===== config.mk =====
export PLATFORM = sky130hd
export DESIGN_NAME = instr_fetch_buffer
export DESIGN_NICKNAME = d
export VERILOG_FILES = /design/src/rtl/fetch_pkg.sv /design/src/rtl/fetch_fifo.sv /design/src/rtl/instr_fetch_buffer.sv
export SDC_FILE = /design/constraint.sdc
export NUM_CORES = 1
export LEC_CHECK = 0
export CAP_MARGIN = 20
export CORE_ASPECT_RATIO = 1.1
export CORE_MARGIN = 5
export CORE_UTILIZATION = 43
export CTS_BUF_LIST = sky130_fd_sc_hd__clkbuf_4 sky130_fd_sc_hd__clkbuf_8
export CTS_CLUSTER_DIAMETER = 100
export DETAILED_ROUTE_END_ITERATION = 16
export PLACE_DENSITY = 0.68
export SYNTH_ARGS = -nofsm -noshare
export SYNTH_HDL_FRONTEND = slang
export SYNTH_SLANG_ARGS = --single-unit

===== constraint.sdc =====
create_clock -name clk -period 3.6 [get_ports clk]
set_clock_uncertainty 0.15 [all_clocks]
set_input_delay 0.36 -clock clk [delete_from_list [all_inputs] [get_ports clk]]
set_output_delay 0.36 -clock clk [all_outputs]
set_load 0.01 [all_outputs]

===== src/rtl/fetch_pkg.sv =====
// Shared fetch-path types: default widths, the {instr, pc} entry and the decode NOP.
// No logic here; the parameters and the struct keep fetch and decode consistent.
package fetch_pkg;

    localparam int FETCH_ADDR_W  = 8;
    localparam int FETCH_INSTR_W = 16;

    typedef struct packed {
        logic [FETCH_INSTR_W-1:0] instr;
        logic [FETCH_ADDR_W-1:0]  pc;
    } fetch_entry_t;

    // Decode injects this when it squashes an instruction; the fetch buffer never emits it.
    localparam logic [FETCH_INSTR_W-1:0] NOP_INSTR = '0;

endpackage


===== src/rtl/fetch_fifo.sv =====
// Small synchronous FIFO with registered head outputs, clear and occupancy count.
// Latency: push visible at head the next cycle; no backpressure, caller must not overflow.
module fetch_fifo #(
    parameter int DEPTH = 2,
    parameter int WIDTH = 24,
    parameter int CNT_W = $clog2(DEPTH + 1)
) (
    input  logic             clk,
    input  logic             rst_n,
    input  logic             clr_i,
    input  logic             push_i,
    input  logic [WIDTH-1:0] push_dat_i,
    input  logic             pop_i,
    output logic             head_vld_o,
    output logic [WIDTH-1:0] head_dat_o,
    output logic [CNT_W-1:0] count_o
);

    localparam int PTR_W = $clog2(DEPTH);

    logic [WIDTH-1:0] mem_q [DEPTH];
    logic [PTR_W-1:0] rd_ptr_q, rd_ptr_d;
    logic [PTR_W-1:0] wr_ptr_q, wr_ptr_d;
    logic [CNT_W-1:0] cnt_q, cnt_d;
    logic             head_vld_q, head_vld_d;
    logic [WIDTH-1:0] head_dat_q, head_dat_d;

    always_comb begin
        rd_ptr_d   = rd_ptr_q + PTR_W'(pop_i);
        wr_ptr_d   = wr_ptr_q + PTR_W'(push_i);
        cnt_d      = cnt_q + CNT_W'(push_i) - CNT_W'(pop_i);
        head_vld_d = (cnt_d != '0);
        head_dat_d = head_dat_q;
        // The new head is the entry being written when it lands in the slot rd_ptr moves onto.
        if (cnt_d != '0) begin
            if (push_i && (rd_ptr_d == wr_ptr_q)) begin
                head_dat_d = push_dat_i;
            end else begin
                head_dat_d = mem_q[rd_ptr_d];
            end
        end
        if (clr_i) begin
            rd_ptr_d   = '0;
            wr_ptr_d   = '0;
            cnt_d      = '0;
            head_vld_d = 1'b0;
            head_dat_d = head_dat_q;
        end
    end

    always_ff @(posedge clk or negedge rst_n) begin
        if (!rst_n) begin
            rd_ptr_q   <= '0;
            wr_ptr_q   <= '0;
            cnt_q      <= '0;
            head_vld_q <= 1'b0;
            head_dat_q <= '0;
        end else begin
            rd_ptr_q   <= rd_ptr_d;
            wr_ptr_q   <= wr_ptr_d;
            cnt_q      <= cnt_d;
            head_vld_q <= head_vld_d;
            head_dat_q <= head_dat_d;
        end
    end

    always_ff @(posedge clk) begin
        if (push_i && !clr_i) begin
            mem_q[wr_ptr_q] <= push_dat_i;
        end
    end

    assign head_vld_o = head_vld_q;
    assign head_dat_o = head_dat_q;
    assign count_o    = cnt_q;

    a_no_overflow: assert property (@(posedge clk) disable iff (!rst_n)
        !(push_i && !pop_i && !clr_i && (cnt_q == CNT_W'(DEPTH))));
    a_no_underflow: assert property (@(posedge clk) disable iff (!rst_n)
        !(pop_i && (cnt_q == '0)));

endmodule


===== src/rtl/instr_fetch_buffer.sv =====
// Fetch stage: issues one imem read per credit, tags returns with their PC, buffers for decode.
// Latency: issue in cycle N -> instr_valid in N+2; full credit stalls the PC via pc_hold.
module instr_fetch_buffer
    import fetch_pkg::*;
#(
    parameter int ADDR_W  = FETCH_ADDR_W,
    parameter int INSTR_W = FETCH_INSTR_W,
    parameter int DEPTH   = 2
) (
    input  logic               clk,
    input  logic               reset_n,
    input  logic [ADDR_W-1:0]  pc_in,
    output logic               pc_hold,
    output logic               imem_en,
    output logic [ADDR_W-1:0]  imem_addr,
    input  logic [INSTR_W-1:0] imem_rdata,
    input  logic               flush,
    output logic [INSTR_W-1:0] instr_out,
    output logic [ADDR_W-1:0]  instr_pc,
    output logic               instr_valid,
    input  logic               instr_ready
);

    localparam int CNT_W = $clog2(DEPTH + 1);
    localparam int CR_W  = CNT_W + 1;

    logic                      pop;
    logic                      issue;
    logic                      push;
    logic [CR_W-1:0]           credit_used;
    logic [CNT_W-1:0]          fifo_cnt;
    logic [INSTR_W+ADDR_W-1:0] head_dat;
    logic                      inflight_q, inflight_d;
    logic [ADDR_W-1:0]         inflight_pc_q, inflight_pc_d;

    assign pop = instr_valid & instr_ready;

    // Slots already claimed once this cycle's pop retires; pop implies fifo_cnt >= 1.
    assign credit_used = {1'b0, fifo_cnt} + CR_W'(inflight_q) - CR_W'(pop);
    assign issue       = reset_n & ~flush & (credit_used < CR_W'(DEPTH));

    assign imem_en   = issue;
    assign imem_addr = pc_in;
    // Hold must drop during flush, otherwise the PC would refuse the redirect load.
    assign pc_hold   = ~reset_n | (~issue & ~flush);

    always_comb begin
        inflight_d    = issue;
        inflight_pc_d = issue ? pc_in : inflight_pc_q;
    end

    always_ff @(posedge clk or negedge reset_n) begin
        if (!reset_n) begin
            inflight_q    <= 1'b0;
            inflight_pc_q <= '0;
        end else begin
            inflight_q    <= inflight_d;
            inflight_pc_q <= inflight_pc_d;
        end
    end

    assign push = inflight_q & ~flush;

    fetch_fifo #(
        .DEPTH (DEPTH),
        .WIDTH (INSTR_W + ADDR_W)
    ) u_fifo (
        .clk        (clk),
        .rst_n      (reset_n),
        .clr_i      (flush),
        .push_i     (push),
        .push_dat_i ({imem_rdata, inflight_pc_q}),
        .pop_i      (pop),
        .head_vld_o (instr_valid),
        .head_dat_o (head_dat),
        .count_o    (fifo_cnt)
    );

    assign instr_out = head_dat[INSTR_W+ADDR_W-1:ADDR_W];
    assign instr_pc  = head_dat[ADDR_W-1:0];

endmodule


==> results.py, run 1 <==
metrics = {
    "min_path": {
        "hold_path_end": "u_fifo.head_dat_o[13]$_DFFE_PN0P_",
        "min_from": "u_fifo.head_dat_o[13]$_DFFE_PN0P_",
        "worst_hold_path_type": "flop to flop",
        "hold_depth": 2,
    },
    "flow_run": {
        "cap_violations": 0,
    },
    "synth": {
        "synth_compound_area_share_pct": 7.22,
        "synth-simple-area-share_pct": 14.3,
        "seq_area_frac_synth_pct": 59.0,
        "synth_fa_ha_area_share_pct": 2.04,
        "syn-cell-area_mm2": 0.00406,
        "synth-xor-area-share_pct": 1.45,
        "avgSynthCellArea_um2": 13.7,
        "synth_cells": 296,
        "synth_top_family_by_area": "simple AND/OR/NAND/NOR gates",
        "synth.ff_latch_count": 86,
        "async_flop_share_pct": 44.2,
        "yosysUniqueCellTypes": 29,
        "synth_warnings": 0,
        "synthMuxAreaShare_pct": 10.7,
        "synth_edf_count": 48,
        "syn_nets": 330,
        "ys.flop_type": "edfxtp_1",
    },
    "power": {
        "p_int_uw": 2390,
        "p_per_area_mw_per_mm2": 721,
        "combPwrFrac_pct": 41.0,
        "ir_worst_vdd_mv": 0.303,
        "power.share.sequential_pct": 41.0,
        "swShare_pct": 33.3,
        "leakage_uw": 0.00196,
        "clockPowerShare_pct": 18.0,
        "p_sw_uw": 1190,
    },
    "sta": {
        "fmax_mhz": 306,
        "rsz0062_at_grt": "no",
        "final_hold_viol_count": 0,
        "max_slew_margin_pct": 56.3,
        "period_needed_ns": 3.27,
        "tns_ns": 0,
        "period_share_pct": 90.7,
        "setup_violations": 0,
        "tightest_slew_ns": 0.654,
        "drv_slew": 0,
    },
    "drt": {
        "via_per_inst": 5.00,
        "antenna_left": 0,
        "routedWlPerCell_um": 16.7,
        "num_vias": 2396,
        "drc_errors": 0,
        "drtIter0Drc": 92,
        "first_pass_iters": 5,
        "wl_mm": 7.98,
    },
    "grt": {
        "gr-usage-met2_pct": 26.2,
        "grt_pass1_wl_mm": 13.2,
        "overflow": 0,
        "grt_most_used_layer": "met2",
        "grt_pass1_vias": 2647,
        "met3_usage_pct": 3.45,
        "grt_max_degree": 40,
        "grt_use_met1_pct": 18.0,
        "track_usage_pct": 15.2,
        "antenna_found_initial": 0,
    },
    "place": {
        "hpwl_mm": 5.25,
        "placed_cells": 462,
        "port_buffers": 62,
        "gp_congestion": 0.701,
    },
    "worst_setup_path": {
        "crit_type": "primary input to output port",
        "crit_start": "instr_ready",
        "worstPathRequired_ns": 3.09,
        "critPathCaptureType": "output port",
        "rr_endpoint": "inflight_pc_q[6]$_DFFE_PN0P_",
        "critPathLaunchType": "primary input",
        "timing.rr.start": "u_fifo.head_vld_o$_DFF_PN0_",
        "rrSetupSlack_ns": 1.03,
        "worstPathArrival_ns": 2.76,
        "worstPathMaxFanout": 5,
        "r2r_cells": 10,
    },
    "cts": {
        "cts_sinks": 86,
        "hold_buffers": 1,
        "worstSkewPairLatency_ns": 0.35,
        "clockBufferDepth": 2,
        "cts_made_buffers": 9,
        "cts_setup_buffers": 0,
        "cts-htree-levels": 3,
        "clkTransAtPathRegs_ns": 0.08,
        "cts_resized": 0,
        "ctsRootBufferMaster": "clkbuf_8",
        "cts_tree": "yes",
    },
    "die": {
        "io_pins": 63,
        "die_area_mm2": 0.0115,
        "die_h_um": 112,
        "fp-row-count": 37,
        "fp.dieW_um": 103,
        "initial_core_util_pct": 43.6,
        "fp.coreArea_mm2": 0.00931,
    },
    "layout": {
        "drive_gt1_share_pct": 30.1,
        "layout.cells.non_filler": 479,
        "syn_to_final_growth_pct": 22.3,
        "fin_nets": 391,
        "n_antenna_cell": 0,
        "seq_area_mm2": 0.00239,
        "fillers": 788,
        "multi_input_area_mm2": 0.00149,
    },
    "run_status": {
        "status": "finished, final reports clean",
    },
}
[cell usage after synthesis (2+ instances only)]
cell type / number / area (um2)
edfxtp_1: 48 / 1440
buf_4: 11 / 82.6
buf_6: 5 / 56.3
nor3_2: 20 / 200
nand2_1: 26 / 97.6
o31ai_1: 4 / 30.0
inv_1: 8 / 30.0
dfrtp_1: 38 / 951
nor2_1: 49 / 184
xor2_1: 3 / 26.3
nor3_1: 4 / 20.0
ha_1: 5 / 62.6
mux2_2: 12 / 135
buf_2: 5 / 25.0
and2b_2: 2 / 17.5
o31ai_2: 20 / 250
clkbuf_1: 5 / 18.8
mux2_4: 20 / 300
[worst max-delay path, stage by stage]
cell	delay, ns
clkdlybuf4s50_1	0.47
nand2_2	0.05
inv_1	0.05
ha_1	0.21
inv_1	0.07
nand2_1	0.07
fa_1	0.38
xor2_1	0.18
nor3_4	0.28
o21ai_0	0.12
clkdlybuf4s50_1	0.51
[power groups by stage]
stage	Combinational [uW]	Clock, uW	Sequential, uW
after global placement	1460	0	1480
after global routing	1600	702	1500
final	1470	644	1470
after detailed placement	1500	0	1490
after floorplan	890	0	1520
after CTS	1500	662	1470
[placed cells by master, fill, tap and decap left out, types with 2 or more instances in the layout]
cell,Yosys,layout
clkbuf_8,0,9
xor2_1,3,3
clkinv_1,0,2
inv_1,8,8
nor3_2,20,20
nand2_1,26,26
edfxtp_1,48,48
mux2_2,12,12
clkdlybuf4s50_1,0,61
nor2_1,49,49
clkinv_2,0,3
o31ai_1,4,4
and2b_2,2,2
nor3_1,4,4
buf_4,11,13
o31ai_2,20,20
mux2_4,20,20
dfrtp_1,38,38
ha_1,5,5
[kinds of logic after synthesis]
| family | Yosys count |
|---|---|
| adder cells (fa/ha/maj) | 6 |
| flip-flops | 86 |
| AND/OR/NAND/NOR | 107 |
| XOR/XNOR | 5 |
| AO/OA/AOI/OAI | 26 |
| multiplexers | 32 |
| buffers and inverters | 34 |
[state kept, by name (all words and copies together) (netlist names)]
name / cells
inflight_pc_q: 8
u_fifo.count_o: 2
inflight_q: 1
u_fifo.rd_ptr_q: 1
u_fifo.head_dat_o: 24
u_fifo.head_vld_o: 1
u_fifo.mem_q: 48
u_fifo.wr_ptr_q: 1
[through the flow]
step	worst slack (ns)	util [%]	power, uW	hold slack (ns)	cell area, um2
finish	0.334	53.3	3580	0.337	4960
global route	0.189	53.3	3810	0.375	4960
CTS	0.276	53.3	3630	0.340	4960
detailed placement	0.297	51.2	2990	0.322	4770
global placement	0.297	51.2	2940	0.319	4770
floorplan	0.932	-	2410	-0.0856	4060
[cell type report]
class	instances	area share, %
Tap cell	117	2.95
Clock buffer	10	2.65
Sequential cell	86	48.2
Timing Repair Buffer	76	14.6
Clock inverter	6	1.06
Multi-Input combinational cell	176	29.9
Inverter	8	0.605
[metal layers]
| metal | vias to the layer above | share of wire (%) |
|---|---|---|
| li1 | 1148 | - |
| met1 | 1192 | 41 |
| met2 | 44 | 53 |
| met3 | 12 | 4.1 |
| met4 | 0 | 1.7 |
| met5 | - | 0 |
[worst max-delay path by stage]
stage / end / slack (ns) / cells past startpoint
floorplan: u_fifo.head_dat_o[16]$_DFFE_PN0P_ / 0.93 / 12
CTS: pc_hold / 0.28 / 11
finish: pc_hold / 0.33 / 11
global route: pc_hold / 0.19 / 11
detailed placement: pc_hold / 0.30 / 11
global placement: pc_hold / 0.30 / 11
No activity file was read; power rests on OpenSTA's default activity.
==> run 2: changes to the inputs <==
CORE_UTILIZATION = 25   (was 43)
PLACE_DENSITY = 0.45   (was 0.68)
==> run 2 against run 1 <==
Sequential power about the same. Via count rose by 1.9%. Count of clock-buffer cells in the layout rose by 2. Core utilization shrank 21 points. Critical path type unchanged. Non-clock buffer count fell by 2. Register-to-register slack lost 0.05 ns. Sequential cell count stayed put. Clock power rose by 7.1%.
==> results.py, run 2 (synthesized netlist as in run 1, its figures left out) <==
metrics = {
    "worst_setup_path": {
        "crit_family": "buffers and inverters",
        "rr_endpoint": "inflight_pc_q[7]$_DFFE_PN0P_",
        "r2r_cells": 10,
        "path_cells": "clkdlybuf4s50_1 > nand2_2 > inv_1 > ha_1 > inv_1 > nand2_1 > fa_1 > xor2_1 > nor3_4 > o21ai_0 > clkdlybuf4s50_1",
        "crit_end": "pc_hold",
        "slowest_delay_ns": 0.50,
        "worstPathMaxFanout": 4,
        "path_buf_inv": 4,
        "worstPathArrival_ns": 2.77,
        "worst-path-stages": 11,
        "critPathCaptureType": "output port",
        "critPathLaunchType": "primary input",
        "crit_start": "instr_ready",
        "crit_type": "primary input to output port",
        "cpMaxStageDelayCell": "clkdlybuf4s50_1",
        "timing.rr.start": "u_fifo.head_vld_o$_DFF_PN0_",
        "worstPathRequired_ns": 3.09,
        "rrSetupSlack_ns": 0.98,
    },
    "cts": {
        "cts_setup_buffers": 0,
        "cts_resized": 0,
        "worstSkewPairLatency_ns": 0.35,
        "cts_made_buffers": 9,
        "clkTransAtPathRegs_ns": 0.09,
        "cts-htree-levels": 3,
        "hold_buffers": 0,
        "cts_sinks": 86,
        "clockBufferDepth": 2,
        "cts_tree": "yes",
        "ctsRootBufferMaster": "clkbuf_8",
    },
    "power": {
        "clockPowerShare_pct": 19.0,
        "p_per_area_mw_per_mm2": 718,
        "power.share.sequential_pct": 40.4,
        "p_sw_uw": 1220,
        "swShare_pct": 33.7,
        "leakage_uw": 0.00196,
        "combPwrFrac_pct": 40.7,
        "ir_worst_vdd_mv": 0.173,
        "p_int_uw": 2410,
    },
    "sta": {
        "drv_slew": 0,
        "whs_ns": 0.0671,
        "fmax_mhz": 305,
        "final_hold_viol_count": 0,
        "setup_violations": 0,
        "max_slew_margin_pct": 63.5,
        "period_share_pct": 91.2,
        "tightest_slew_ns": 0.548,
        "rsz0062_at_grt": "no",
        "period_needed_ns": 3.28,
        "tns_ns": 0,
    },
    "run_status": {
        "status": "finished, final reports clean",
    },
    "layout": {
        "syn_to_final_growth_pct": 24.9,
        "largest_reg_flops": 48,
        "layout.cells.non_filler": 560,
        "regMostFlops": "u_fifo.mem_q",
        "final_cell_mix": "clkdlybuf4s50_1 (61), nor2_1 (49), edfxtp_1 (48)",
        "n_antenna_cell": 0,
        "fin_nets": 389,
        "final_common_cell": "clkdlybuf4s50_1",
        "final_util_pct": 32.1,
        "drive_gt1_share_pct": 30.8,
        "final_area_mm2": 0.00507,
        "fillers": 1594,
    },
    "drt": {
        "drc_errors": 0,
        "wl_mm": 9.20,
        "num_vias": 2441,
        "routedWlPerCell_um": 16.4,
        "drtIter0Drc": 87,
        "via_per_inst": 4.36,
        "antenna_left": 0,
        "first_pass_iters": 4,
    },
    "place": {
        "hpwl_mm": 6.06,
        "port_buffers": 62,
        "post_dp_cell_area_mm2": 0.00487,
        "placed_cells": 544,
        "gp_congestion": 0.676,
    },
    "min_path": {
        "worst_hold_path_type": "primary input to async pin",
    },
    "grt": {
        "overflow": 0,
        "grt_pass1_wl_mm": 14.6,
        "grt_pass1_vias": 2675,
        "grt_max_degree": 39,
        "track_usage_pct": 9.95,
        "antenna_found_initial": 0,
    },
    "die": {
        "fp.dieW_um": 131,
        "initial_core_util_pct": 25.7,
        "fp.coreArea_mm2": 0.0158,
        "die_area_mm2": 0.0189,
        "fp-row-count": 48,
        "io_pins": 63,
        "die_h_um": 144,
    },
    "flow_run": {
        "cap_violations": 0,
    },
}
==> run 2: final cells by class <==
cell class | count | area [um2] | share of cell area, %
repair buffers | 74 | 706 | 13.9
clock inverters | 4 | 47.5 | 0.939
multi-input cells | 176 | 1490 | 29.4
flip-flops and latches | 86 | 2390 | 47.2
well taps | 200 | 250 | 4.94
clock buffers | 12 | 153 | 3.01
inverters | 8 | 30.0 | 0.593
==> run 2: power by group through the flow <==
stage          logic [uW]  registers [uW]  clock network, uW
2_1_floorplan         890            1520                  0
3_5_place_dp         1510            1500                  0
5_1_grt              1610            1500                758
6_report             1480            1470                690
3_3_place_gp         1500            1490                  0
4_1_cts              1520            1470                722
==> run 2: worst min-delay path by stage <==
stage,endpoint,startpoint
2_1_floorplan,inflight_pc_q[0]$_DFFE_PN0P_,reset_n
3_3_place_gp,u_fifo.head_dat_o[22]$_DFFE_PN0P_,u_fifo.head_dat_o[22]$_DFFE_PN0P_
3_5_place_dp,u_fifo.head_dat_o[8]$_DFFE_PN0P_,u_fifo.head_dat_o[8]$_DFFE_PN0P_
4_1_cts,inflight_pc_q[0]$_DFFE_PN0P_,reset_n
5_1_grt,u_fifo.wr_ptr_q$_DFF_PN0_,reset_n
6_report,u_fifo.head_dat_o[11]$_DFFE_PN0P_,reset_n
==> run 2: stage by stage <==
stage               power [uW]  worst slack (ns)
finish                    3640             0.316
global route              3870             0.154
CTS                       3720             0.242
detailed placement        3010             0.270
global placement          2990             0.290
floorplan                 2410             0.932
==> run 2: layer usage <==
| metal | GRT usage [%] | vias up | part of all wire (%) |
|---|---|---|---|
| li1 | - | 1142 | - |
| met1 | 11.9 | 1242 | 44 |
| met2 | 17.4 | 46 | 50 |
| met3 | 2.35 | 11 | 3.8 |
| met4 | 3.95 | 0 | 1.5 |
| met5 | 0 | - | 0 |
==> run 3: changes to the inputs <==
CELL_PAD_IN_SITES_DETAIL_PLACEMENT = 1   (was not set)
CELL_PAD_IN_SITES_GLOBAL_PLACEMENT = 2   (was not set)
CTS_CLUSTER_SIZE = 25   (was not set)
PLACE_DENSITY = 0.59   (was 0.45)
==> run 3 against run 2 <==
Fmax down 0.31%. Hold slack worse by 0.0075 ns. Total power up 2.7%. Sequential power about the same. First-iteration DRC count down 16%. Global-route usage up 0.63 points. Final cell count up 0.36%. Sequential cell count unchanged. Largest power group unchanged. Highest routed layer unchanged.
==> results.py, run 3 (synthesized netlist as in run 1, its figures left out) <==
metrics = {
    "cts": {
        "cts_sinks": 86,
        "worstSkewPairLatency_ns": 0.36,
        "cts_made_buffers": 9,
        "clockBufferDepth": 2,
        "cts_resized": 0,
        "cts_setup_buffers": 0,
        "hold_buffers": 0,
        "ctsRootBufferMaster": "clkbuf_8",
        "cts_tree": "yes",
        "cts-htree-levels": 3,
        "clkTransAtPathRegs_ns": 0.10,
    },
    "sta": {
        "tightest_slew_ns": 0.580,
        "tns_ns": 0,
        "setup_violations": 0,
        "rsz0062_at_grt": "no",
        "drv_slew": 0,
        "max_slew_margin_pct": 61.3,
        "final_hold_viol_count": 0,
        "period_share_pct": 91.5,
        "finalWorstSetupSlack_ns": 0.306,
        "period_needed_ns": 3.29,
        "fmax_mhz": 304,
    },
    "layout": {
        "final_util_pct": 32.5,
        "drive_gt1_share_pct": 30.9,
        "final_common_cell": "clkdlybuf4s50_1",
        "final_cell_mix": "clkdlybuf4s50_1 (61), nor2_1 (49), edfxtp_1 (48)",
        "final_area_mm2": 0.00513,
        "fin_nets": 391,
        "regMostFlops": "u_fifo.mem_q",
        "largest_reg_flops": 48,
        "n_antenna_cell": 0,
        "syn_to_final_growth_pct": 26.6,
        "layout.cells.non_filler": 562,
    },
    "drt": {
        "drtIter0Drc": 73,
        "drc_errors": 0,
        "antenna_left": 0,
        "first_pass_iters": 3,
        "routedWlPerCell_um": 17.2,
        "wl_mm": 9.67,
        "num_vias": 2440,
        "via_per_inst": 4.34,
    },
    "grt": {
        "overflow": 0,
        "grt_pass1_vias": 2744,
        "grt_pass1_wl_mm": 15.4,
        "track_usage_pct": 10.6,
        "grt_max_degree": 39,
        "antenna_found_initial": 0,
    },
    "die": {
        "fp.coreArea_mm2": 0.0158,
        "fp-row-count": 48,
        "die_area_mm2": 0.0189,
        "die_h_um": 144,
        "fp.dieW_um": 131,
        "initial_core_util_pct": 25.7,
        "io_pins": 63,
    },
    "run_status": {
        "status": "finished, final reports clean",
    },
    "worst_setup_path": {
        "worstPathMaxFanout": 3,
        "critPathLaunchType": "primary input",
        "worstPathArrival_ns": 2.78,
        "rr_endpoint": "inflight_pc_q[1]$_DFFE_PN0P_",
        "crit_type": "primary input to output port",
        "critPathCaptureType": "output port",
        "timing.rr.start": "u_fifo.head_vld_o$_DFF_PN0_",
        "worstPathRequired_ns": 3.09,
        "rrSetupSlack_ns": 1.03,
        "r2r_cells": 10,
    },
    "power": {
        "leakage_uw": 0.00198,
        "ir_worst_vdd_mv": 0.205,
        "p_per_area_mw_per_mm2": 727,
    },
    "min_path": {
        "worst_hold_path_type": "primary input to async pin",
    },
    "place": {
        "dp_worst_setup_slack_ns": 0.283,
        "hpwl_mm": 6.40,
        "port_buffers": 62,
        "gp_congestion": 0.668,
        "placed_cells": 546,
        "post_dp_cell_area_mm2": 0.00492,
    },
    "flow_run": {
        "cap_violations": 0,
    },
}
[run 3: cell count changes in the layout (fill, tap and decap cells not counted)]
cell | previous run | this run
buf_12 | 0 | 3
buf_4 | 12 | 11
bufinv_16 | 1 | 2
clkbuf_4 | 2 | 1
clkbuf_8 | 10 | 9
clkinv_1 | 0 | 1
clkinv_2 | 2 | 1
inv_6 | 0 | 1
[run 3: per-stage QoR]
step	hold WS [ns]	power, uW
final	0.0596	3730
after global routing	0.105	3990
after CTS	0.0797	3830
after detailed placement	0.325	3050
after global placement	0.323	3010
after floorplan	-0.0856	2410
[run 3: worst max-delay path by stage]
stage,endpoint,cells past startpoint,start
after detailed placement,pc_hold,11,instr_ready
final,pc_hold,11,instr_ready
after CTS,pc_hold,11,instr_ready
after global placement,pc_hold,11,instr_ready
after floorplan,u_fifo.head_dat_o[16]$_DFFE_PN0P_,12,flush
after global routing,pc_hold,10,u_fifo.head_vld_o$_DFF_PN0_
[run 3: worst max-delay path, cell delays in order]
cell             delay (ns)
clkdlybuf4s50_1        0.47
nand2_2                0.06
inv_1                  0.05
ha_1                   0.22
inv_1                  0.08
nand2_1                0.07
fa_1                   0.38
xor2_1                 0.24
nor3_4                 0.09
o21ai_0                0.19
clkdlybuf4s50_1        0.57
[run 3: layout make-up]
class	instances	area, um2
Inverter	8	30.0
Tap cell	200	250
Clock buffer	10	131
Timing Repair Buffer	76	758
Fill cell	1684	10700
Clock inverter	6	85.1
Multi-Input combinational cell	176	1490
Sequential cell	86	2390
[run 3: power breakdown]
group / internal (uW) / total, uW / switching (uW) / leakage [uW]
clock network: 398 / 754 / 356 / 0.000108
logic: 763 / 1510 / 746 / 0.000966
registers: 1310 / 1470 / 156 / 0.000907
total: 2480 / 3730 / 1260 / 0.00198
[run 3: layer usage]
metal	share of wire, %	track usage (%)	wire length (um)	vias up
li1	-	-	-	1149
met1	45	13.0	4340	1235
met5	0	0	0	-
met3	3.5	2.66	336	11
met4	1.6	3.57	151	0
met2	50	18.3	4840	45
